==> config.mk <==
export PLATFORM = sky130hd
export DESIGN_NAME = cmos_rgb565_packer
export DESIGN_NICKNAME = d
export VERILOG_FILES = /design/src/rtl/cmos_rgb565_packer.sv
export SDC_FILE = /design/constraint.sdc
export NUM_CORES = 1
export LEC_CHECK = 0
export BUFFER_PORTS_ARGS = -buffer_cell sky130_fd_sc_hd__buf_2
export CORE_MARGIN = 2
export CORE_UTILIZATION = 30
export DETAILED_ROUTE_END_ITERATION = 8
export MAX_ROUTING_LAYER = met4
export SETUP_SLACK_MARGIN = 0.4
export SYNTH_ARGS = -nofsm -noshare
export SYNTH_HDL_FRONTEND = slang
export SYNTH_SLANG_ARGS = --single-unit
export TNS_END_PERCENT = 20
==> constraint.sdc <==
create_clock -name iCLK -period 5.11 [get_ports iCLK]
set_clock_uncertainty 0.15 [all_clocks]
set_input_delay 1.022 -clock iCLK [delete_from_list [all_inputs] [get_ports iCLK]]
set_output_delay 1.022 -clock iCLK [all_outputs]
set_load 0.01 [all_outputs]
==> src/rtl/cmos_rgb565_packer.sv <==
// cmos_rgb565_packer
// Packs the camera's windowed 8-bit DVP byte stream into RGB565 pixels,
// expands them to RGB888 and produces the linear frame-buffer write address
// together with frame/line markers. Malformed lines (unpaired byte, wrong
// pixel count) and pixels beyond the end of the frame raise sticky flags.

module cmos_rgb565_packer #(
  parameter int H_ACTIVE   = 1280,
  parameter int V_ACTIVE   = 720,
  parameter int ADDR_W     = 20,
  parameter bit SWAP_BYTES = 1'b0
) (
  input  logic              iCLK,
  input  logic              iRST_N,
  input  logic [7:0]        iDATA,
  input  logic              iDVAL,
  input  logic              iSYNC,
  output logic [23:0]       oRGB,
  output logic              oPIX_VAL,
  output logic [ADDR_W-1:0] oADDR,
  output logic              oSOF,
  output logic              oEOF,
  output logic              oEOL,
  output logic              oBYTE_ERR,
  output logic              oLINE_ERR,
  output logic              oOVF
);

  localparam int TOTAL = H_ACTIVE * V_ACTIVE;
  localparam logic [ADDR_W-1:0] LAST_ADDR = ADDR_W'(TOTAL - 1);

  // Line pixel counter has one spare bit so over-long lines are still seen
  // as "not H_ACTIVE"; it saturates rather than wrapping back to a match.
  localparam int LPIX_W = $clog2(H_ACTIVE + 1) + 1;
  localparam logic [LPIX_W-1:0] LPIX_MAX = '1;
  localparam logic [LPIX_W-1:0] H_CNT    = LPIX_W'(H_ACTIVE);

  localparam int LINE_W = $clog2(V_ACTIVE + 1);
  localparam logic [LINE_W-1:0] V_CNT = LINE_W'(V_ACTIVE);

  // Byte-pairing FSM: IDLE until the first frame start, then alternates
  // between waiting for the first (HI) and second (LO) byte of a pixel.
  localparam logic [1:0] ST_IDLE = 2'd0;
  localparam logic [1:0] ST_HI   = 2'd1;
  localparam logic [1:0] ST_LO   = 2'd2;

  logic [1:0]        state;
  logic [7:0]        hi_byte;
  logic              dval_d;
  logic [ADDR_W-1:0] pix_addr;
  logic              frame_done;
  logic [LPIX_W-1:0] line_pix;
  logic [LINE_W-1:0] line_cnt;

  logic              line_end;
  logic              pair_done;
  logic              accept_pix;
  logic              drop_pix;
  logic [15:0]       pix_word;
  logic [4:0]        r5;
  logic [5:0]        g6;
  logic [4:0]        b5;
  logic [23:0]       rgb888;

  // Falling edge of the byte-valid marks the end of a line; ignored before
  // the first frame start so stray blanking after reset is silent.
  assign line_end   = dval_d & ~iDVAL & (state != ST_IDLE);

  // A pixel completes when the second byte arrives; a frame start in the
  // same cycle takes priority and turns that byte into a new HI byte.
  assign pair_done  = (state == ST_LO) & iDVAL & ~iSYNC;
  assign accept_pix = pair_done & ~frame_done;
  assign drop_pix   = pair_done &  frame_done;

  assign pix_word = SWAP_BYTES ? {iDATA, hi_byte} : {hi_byte, iDATA};
  assign r5       = pix_word[15:11];
  assign g6       = pix_word[10:5];
  assign b5       = pix_word[4:0];

  // Replicating the top bits maps full-scale 565 codes onto 8'hFF exactly.
  assign rgb888   = {r5, r5[4:2], g6, g6[5:4], b5, b5[4:2]};

  // Byte-pairing state machine and HI-byte holding register.
  // NOTE: every register here is written with <= so all of them update from
  // the same pre-edge values; a blocking = would let later lines see new ones.
  always_ff @(posedge iCLK or negedge iRST_N) begin
    if (!iRST_N) begin
      state   <= ST_IDLE;
      hi_byte <= '0;
      dval_d  <= 1'b0;
    end else begin
      dval_d <= iDVAL;
      if (iSYNC) begin
        if (iDVAL) begin
          hi_byte <= iDATA;
          state   <= ST_LO;
        end else begin
          state   <= ST_HI;
        end
      end else begin
        case (state)
          ST_HI: begin
            if (iDVAL) begin
              hi_byte <= iDATA;
              state   <= ST_LO;
            end
          end
          // Either the pair completes, or the line ended mid-pair and the
          // pending byte is discarded; both resume at the HI byte.
          ST_LO:   state <= ST_HI;
          ST_IDLE: state <= ST_IDLE;
          default: state <= ST_IDLE;
        endcase
      end
    end
  end

  // Linear frame address; freezes once the last pixel of the frame is out.
  always_ff @(posedge iCLK or negedge iRST_N) begin
    if (!iRST_N) begin
      pix_addr   <= '0;
      frame_done <= 1'b0;
    end else if (iSYNC) begin
      pix_addr   <= '0;
      frame_done <= 1'b0;
    end else if (accept_pix) begin
      if (pix_addr == LAST_ADDR) begin
        frame_done <= 1'b1;
      end else begin
        pix_addr <= pix_addr + 1'b1;
      end
    end
  end

  // Output pixel register: strobes for one cycle, data/address hold between.
  always_ff @(posedge iCLK or negedge iRST_N) begin
    if (!iRST_N) begin
      oRGB     <= '0;
      oADDR    <= '0;
      oPIX_VAL <= 1'b0;
      oSOF     <= 1'b0;
      oEOF     <= 1'b0;
      oEOL     <= 1'b0;
    end else begin
      oPIX_VAL <= accept_pix;
      oSOF     <= accept_pix & (pix_addr == '0);
      oEOF     <= accept_pix & (pix_addr == LAST_ADDR);
      oEOL     <= line_end;
      if (accept_pix) begin
        oRGB  <= rgb888;
        oADDR <= pix_addr;
      end
    end
  end

  // Per-line pixel count (cleared at every line end) and saturating line count.
  always_ff @(posedge iCLK or negedge iRST_N) begin
    if (!iRST_N) begin
      line_pix <= '0;
      line_cnt <= '0;
    end else if (iSYNC) begin
      line_pix <= '0;
      line_cnt <= '0;
    end else if (line_end) begin
      line_pix <= '0;
      if (line_cnt != V_CNT) begin
        line_cnt <= line_cnt + 1'b1;
      end
    end else if (pair_done && (line_pix != LPIX_MAX)) begin
      line_pix <= line_pix + 1'b1;
    end
  end

  // Sticky error flags; only a frame start or reset clears them.
  always_ff @(posedge iCLK or negedge iRST_N) begin
    if (!iRST_N) begin
      oBYTE_ERR <= 1'b0;
      oLINE_ERR <= 1'b0;
      oOVF      <= 1'b0;
    end else if (iSYNC) begin
      oBYTE_ERR <= 1'b0;
      oLINE_ERR <= 1'b0;
      oOVF      <= 1'b0;
    end else begin
      if (line_end && (state == ST_LO)) begin
        oBYTE_ERR <= 1'b1;
      end
      if (line_end && (line_pix != H_CNT)) begin
        oLINE_ERR <= 1'b1;
      end
      if (drop_pix) begin
        oOVF <= 1'b1;
      end
    end
  end

endmodule

== After elaboration in Yosys (flattened, before gate mapping) ==
Index checks and enable logic that the tools add are counted.

* Register bits after elaboration: 95
* Input bits: 12
* Output and inout bits: 51
* Word-level logic and storage cells: 71

* Add/sub/neg operators: 2
* Eq/ne operators: 7
* Muxes and demuxes: 22
* Bitwise operators: 11
* Reductions and logical operators: 14

{| class="wikitable"
|+ Operators with widths
! kind !! number
|-
| $mux 20 || 3
|-
| $mux 12 || 3
|-
| $mux 8 || 3
|-
| $add 20x1->20 const B || 1
|-
| $eq 20x20->1 const B || 1
|-
| $logic_not 20->1 || 1
|-
| $reduce_bool 2->1 || 7
|-
| $add 12x1->12 const B || 1
|-
| $ne 12x11->1 const B || 1
|-
| $ne 12x12->1 const B || 1
|-
| $mux 1 || 9
|-
| $and 1x1->1 || 8
|-
| $mux 2 || 3
|-
| $pmux 2 s2 || 1
|-
| $reduce_and 2->1 || 2
|-
| $logic_and 1x1->1 || 3
|-
| $ne 3x3->1 const B || 1
|-
| $not 1->1 || 3
|-
| $reduce_bool 3->1 || 1
|-
| $eq 2x1->1 const B || 1
|-
| $eq 2x2->1 const B || 1
|-
| $ne 2x2->1 const B || 1
|}

== Longest topological paths before layout ==
Gate-level depths: netlist (run 1).

* Word-level depth: 7
* Gate-level depth with buffers: 7
* Gate-level depth less buffers: 6

== Least setup slack after synthesis (run 1) ==
OpenSTA, ideal clock, no wires.

* Path kind: in2reg
* From: in iSYNC
* To: reg pix_addr[19]
* Setup time: 0.127 ns
* Arrival: 2.426 ns
* Required time: 4.833 ns
* Path slack: 2.407 ns
* Stages on the path: 5
* Path buffers: 1
* Cell sequence: buf_2 or3b_1 nor4_4 nand4_1 mux2_1

* Longest elaborated chain between the ends: 5

{| class="wikitable"
|+ RTL lines
! what !! RTL line !! text
|-
| start: declaration || 17 || <nowiki>input logic iSYNC,</nowiki>
|-
| $not 1->1 || 71 || <nowiki>assign pair_done = (state == ST_LO) & iDVAL & ~iSYNC;</nowiki>
|-
| $and 1x1->1 || 71 ||
|-
| $and 1x1->1 || 72 || <nowiki>assign accept_pix = pair_done & ~frame_done;</nowiki>
|-
| $reduce_bool 2->1 (no line) || - ||
|-
| $reduce_and 2->1 (no line) || - ||
|-
| end signal: assignment || 130 || <nowiki>pix_addr <= pix_addr + 1'b1;</nowiki>
|-
| end: declaration || 50 || <nowiki>logic [ADDR_W-1:0] pix_addr;</nowiki>
|}

Several ways; a longest one is shown, not always the timed one.
A chain may end at the register's enable or synchronous reset.

== Final worst setup path (run 1) ==
* From: in iSYNC
* To: reg pix_addr[7]

Same word-level chain as after synthesis.

==> results of run 1 <==
cells by family (layout without fill, tap and decap cells):
group / after synthesis / in the layout
muxes: 24 / 24
adders and majority gates: 4 / 4
AOI/OAI and AO/OA: 55 / 55
DFF: 87 / 87
buffers and inverters: 38 / 90
and+or+nand+nor: 212 / 212
through the flow:
| stage | std cells | instance area [um^2] |
|---|---|---|
| final | 648 | 4750 |
| after global routing | 648 | 4750 |
| after CTS | 648 | 4750 |
| after detailed placement | 632 | 4470 |
| after global placement | 632 | 4470 |
| after floorplan | 420 | 4070 |
worst paths after layout:
path | from | endpoint | slack [ns] | depth (start not counted)
worst max-delay path | iSYNC | pix_addr[7] | 2.00 | 6
worst min-delay path | hi_byte[5] | oRGB[21] | 0.31 | 2
worst max register to register | pix_addr[12] | pix_addr[5] | 2.45 | 4
worst min register to register | hi_byte[5] | oRGB[21] | 0.31 | 2
max in group asynchronous | iRST_N | oLINE_ERR | 3.37 | 1
min in group asynchronous | iRST_N | pix_addr[3] | 0.74 | 1
final cells by class:
type | count | area, um^2 | share of cell area, %
multi-input combinational | 295 | 1710 | 36.0
clock buffer | 11 | 243 | 5.11
timing repair buffer | 63 | 320 | 6.74
inverter | 11 | 41.3 | 0.868
sequential | 87 | 2180 | 45.8
clock inverter | 5 | 42.5 | 0.895
tap | 176 | 220 | 4.63
power breakdown:
part | internal [mW] | switching (mW) | total (mW)
Combinational | 0.0738 | 0.107 | 0.181
Sequential | 0.741 | 0.0303 | 0.772
Clock | 0.347 | 0.273 | 0.620
cells in the mapped netlist (5+ instances only):
master,instances
nand2_1,112
dfrtp_1,87
a21oi_1,18
nand3_1,14
nand4_1,12
o21ai_0,12
clkbuf_1,11
mux2i_1,11
nor2_1,11
inv_1,10
buf_4,9
mux2_2,9
nand2b_1,9
a211oi_1,8
nor2b_1,6
nor3_1,6
nor4_1,6
and3_1,5
or3_1,5
routing by layer:
layer,wire length [um],part of all wire [%],vias up
li1,-,-,1550
met1,4380,47,1544
met2,4450,48,89
met3,407,4.4,4
met4,58,0.62,0
met5,0,0,-
placed cells by master, fill, tap and decap left out, drive strengths merged, types with 12 or more instances in the layout:
cell | netlist | layout
dfrtp | 87 | 87
o21ai | 12 | 12
a21oi | 18 | 18
mux2 | 13 | 13
nand3 | 14 | 14
nand2 | 112 | 112
buf | 16 | 63
nand4 | 12 | 12
sequential cells by signal (all words and copies together), names as in the netlist:
signal	count
oEOF	1
oADDR	20
line_pix	12
oPIX_VAL	1
oEOL	1
oBYTE_ERR	1
hi_byte	8
oRGB	16
oLINE_ERR	1
dval_d	1
state	2
pix_addr	20
oSOF	1
oOVF	1
frame_done	1
worst max-delay path, cell delays in order:
cell and delay (ns):
buf_2 0.48, nor3b_1 0.18, nand2_1 0.13, clkinv_1 0.76
o2111ai_1 0.41, mux2i_1 0.22
==> impl_metrics.csv, run 1 <==
group,metric,value,unit
cells_and_area,area_growth,16.9,%
placement,gp_congestion,0.862,
setup_path,critPathKind,"input pin to flop",
min_path,min_path_type,"flop to flop",
detailed_routing,drc_errors,0,
synthesis,netlist.area_leader.share,53.5,%
timing,rsz0062_at_grt,"no",
synthesis,ys_seq_area_share,53.5,%
floorplan,core,13200,um^2
timing,min_period,3.11,ns
setup_path,critical_path.endpoint_type,"flop",
synthesis,ys_async_sr_fraction,100,%
synthesis,synth_xor_xnor_area_share,0,%
floorplan,die-area,14500,um^2
clock_tree,cts_tree,"built",
clock_tree,cts_made_buffers,9,
synthesis,syn_area_per_cell,9.69,um^2
placement,portBuffers,62,
clock_tree,hold_buffers,0,
synthesis,ys.warnings.count,0,
floorplan,chipHeight,120,um
run_status,outcome,"completed",
floorplan,initial_core_util,30.7,%
synthesis,synthesis.nets,436,
floorplan,die_w,120,um
global_routing,grtUsageMet2,21.2,%
synthesis,yosys.area_share.simple,26.1,%
clock_tree,cts_max_level,3,
clock_tree,cts-root-buf,"clkbuf_16",
detailed_routing,viasPerCell,4.92,
timing,drv_slew,0,
floorplan,ios,63,
synthesis,synth_cell_types,47,
synthesis,syn_inst,420,
global_routing,use_met1,18.1,%
clock_tree,ctsLongestPathBuffers,2,
timing,setup_ws,2.00,ns
timing,hold_viol_final,0,
synthesis,ys.flop_type,"dfrtp_1",
timing,hold_ws,0.312,ns
setup_path,required,5.22,ns
global_routing,grt_pass1_vias,3064,
synthesis,synth_area,4070,um^2
clock_tree,cts_resized,0,
clock_tree,post_cts_buffers,0,
cells_and_area,num_antenna_cells,0,
clock_tree,cts.reportedPaths.clkPinSlew,0.06,ns
synthesis,synth_compound_area_share,8.36,%
global_routing,grtUsageMet3,4.15,%
floorplan,std_cell_rows,42,
synthesis,synth_edf_count,0,
global_routing,gr-max-usage-layer,"met2",
clock_tree,clk-insertion-delay-late,0.34,ns
global_routing,grt_pass1_wl,15.6,mm
cells_and_area,finish.utilization,35.9,%
detailed_routing,drt-total-wl,9.29,mm
synthesis,synth_mux_area_share,6.30,%
cells_and_area,nets,483,
detailed_routing,dr.pass1.iters,4,
timing,max_slew_margin,27.0,%
synthesis,synth-seq-cells,87,
synthesis,synth_top_family_by_area,"simple AND/OR/NAND/NOR gates",
timing,tightestPinTransition,1.09,ns
global_routing,grt_max_degree,88,
placement,place_hpwl,6.25,mm
detailed_routing,final_antenna_net_count,0,
setup_path,worstPathArrival,3.22,ns
timing,tns,0,ns
power_and_ir_drop,p_per_area,331,nW/um^2
setup_path,crit_path_start_kind,"input pin",
detailed_routing,drt_iter0_markers,261,
detailed_routing,drt-wirelength-per-cell,14.3,um
run,maxCapViolCount,0,
synthesis,synth_area_leaders,"dfrtp_1, nand2_1, mux2i_1, mux2_2, a21oi_1",
timing,timing.fmax,0.321,GHz
timing,setup_viol,0,
power_and_ir_drop,total_power,1.57,mW
power_and_ir_drop,p_leak,2.28,nW
global_routing,antenna_found_initial,0,
global_routing,grt_usage,14.0,%
timing,finalCritPeriodShare,60.9,%
detailed_routing,vias,3187,
synthesis,yosysTopAreaCell,"dfrtp_1",
cells_and_area,layout-drive-gt1-share,19.9,%
global_routing,grt-ovfl-total,0,
synthesis,synthAdderAreaFrac,1.23,%
power_and_ir_drop,vdd_ir_drop_max,0.142,mV
placement,post-place-ws,1.58,ns
cells_and_area,fill_cells,1367,
setup_path,crit_fanout,37,
clock_tree,clock-sinks,87,
Note: power is estimated with default switching activity, not from simulation.
==> run 2, diff against run 1 <==
==> constraint.sdc (replaced) <==
create_clock -name iCLK -period 2.57 [get_ports iCLK]
set_clock_uncertainty 0.15 [all_clocks]
set_input_delay 0.514 -clock iCLK [delete_from_list [all_inputs] [get_ports iCLK]]
set_output_delay 0.514 -clock iCLK [all_outputs]
set_load 0.01 [all_outputs]
==> impl_metrics.csv, run 2 (synthesized netlist as in run 1, its figures left out) <==
group,metric,value,unit
floorplan,die-area,14500,um^2
timing,max_slew_margin,67.1,%
floorplan,ios,63,
power_and_ir_drop,p_leak,2.36,nW
clock_tree,cts_made_buffers,9,
power_and_ir_drop,vdd_ir_drop_max,0.338,mV
power_and_ir_drop,total_power,3.13,mW
timing,rsz0062_at_grt,"yes",
global_routing,antenna_found_initial,0,
clock_tree,ctsLongestPathBuffers,2,
min_path,min_path_type,"input pin to async pin",
cells_and_area,nets,497,
placement,place_hpwl,6.66,mm
placement,placed_cells,646,
cells_and_area,fill_cells,1347,
cells_and_area,most-common-layout-cells,"nand2_1, dfrtp_1, buf_2",
clock_tree,hold_buffers,0,
cells_and_area,final_common_cell,"nand2_1",
floorplan,std_cell_rows,42,
setup_path,crit_fanout,6,
timing,setup_viol,0,
cells_and_area,num_antenna_cells,0,
clock_tree,cts_tree,"built",
placement,portBuffers,62,
floorplan,initial_core_util,30.7,%
cells_and_area,reg_top3,"oADDR (20), pix_addr (20), oRGB (16)",
detailed_routing,dr.pass1.iters,4,
cells_and_area,layout-drive-gt1-share,23.5,%
clock_tree,clock-sinks,87,
setup_path,critical_path.endpoint_type,"flop",
setup_path,crit_path_start_kind,"flop",
power_and_ir_drop,p_per_area,639,nW/um^2
cells_and_area,instances_no_fill,662,
placement,gp_congestion,0.891,
detailed_routing,drc_errors,0,
detailed_routing,vias,3174,
cells_and_area,area_growth,20.5,%
cells_and_area,multi_input_area,1740,um^2
clock_tree,cts_max_level,3,
clock_tree,cts.reportedPaths.clkPinSlew,0.06,ns
clock_tree,cts-root-buf,"clkbuf_16",
floorplan,die_w,120,um
timing,hold_ws,-0.0134,ns
detailed_routing,viasPerCell,4.79,
timing,finalCritPeriodShare,84.9,%
floorplan,chipHeight,120,um
timing,tns,0,ns
setup_path,required,2.68,ns
detailed_routing,drt_iter0_markers,179,
timing,min_period,2.18,ns
cells_and_area,regArea,2180,um^2
timing,drv_slew,0,
run,maxCapViolCount,0,
global_routing,grt_pass1_wl,15.2,mm
global_routing,grt_max_degree,41,
setup_path,worstPathArrival,2.30,ns
clock_tree,clk-insertion-delay-late,0.34,ns
timing,tightestPinTransition,0.493,ns
detailed_routing,final_antenna_net_count,0,
timing,timing.fmax,0.458,GHz
run_status,outcome,"finished, violations left",
detailed_routing,drt-wirelength-per-cell,13.8,um
floorplan,core,13200,um^2
global_routing,grt-ovfl-total,0,
timing,hold_viol_final,28,
run_status,violations,"negative hold slack",
global_routing,grt_usage,13.5,%
global_routing,grt_pass1_vias,3055,
setup_path,critPathKind,"flop to flop",
detailed_routing,drt-total-wl,9.16,mm
run 2: worst max-delay path: stages (launching register included):
cell and delay [ns]:
dfrtp_2 0.45, or4_4 0.59, or4_4 0.49, o2111ai_2 0.23
mux2i_1 0.20
run 2: stage by stage:
stage	utilization (%)	instance area [um^2]	setup WS, ns	hold slack [ns]
2_1_floorplan	-	4070	0.435	0.0684
3_3_place_gp	34.6	4590	0.287	0.289
3_5_place_dp	34.6	4590	0.210	0.296
4_1_cts	36.9	4880	0.323	0.000470
5_1_grt	37.0	4900	0.321	0.0185
6_report	37.0	4900	0.388	-0.0134
run 2: timing repair:
| item | in CTS | in global routing |
|---|---|---|
| buffers inserted | 0 | 0 |
| gates resized for setup | 3 | 4 |
| endpoints found under the hold margin | 0 | 0 |
| pin swaps | 1 | 2 |
| endpoints found under the setup margin | 5 | 34 |
run 2: routing by layer:
layer	share of wire (%)	vias up	global-route usage, %
li1	-	1570	-
met1	47	1537	17.3
met2	48	57	21.5
met3	3.9	10	3.30
met4	1.1	0	3.78
met5	0	-	-
run 2: worst paths after layout:
path                                    from     endpoint  slack, ns  depth (start not counted)
max in group asynchronous             iRST_N  pix_addr[4]       1.58                          2
worst min register to register    hi_byte[2]     oRGB[15]       0.31                          2
worst min-delay path                  iRST_N  line_pix[9]      -0.01                          1
min in group iCLK                      iDVAL       dval_d       0.22                          1
worst max register to register  pix_addr[12]  pix_addr[9]       0.39                          4
worst max-delay path            pix_addr[12]  pix_addr[9]       0.39                          4
run 2: cell type report:
class                      instances  area share, %
clock inverter                     5          0.842
multi-input combinational        295           35.4
sequential                        87           44.4
timing repair buffer              77           8.93
clock buffer                      11           4.95
tap                              176           4.49
inverter                          11          0.919
run 2: power by group:
part / internal [mW] / total (mW) / leakage, nW / switching [mW]
Sequential: 1.47 / 1.54 / 1.17 / 0.0621
Clock: 0.688 / 1.22 / 0.132 / 0.537
Combinational: 0.157 / 0.372 / 1.06 / 0.215
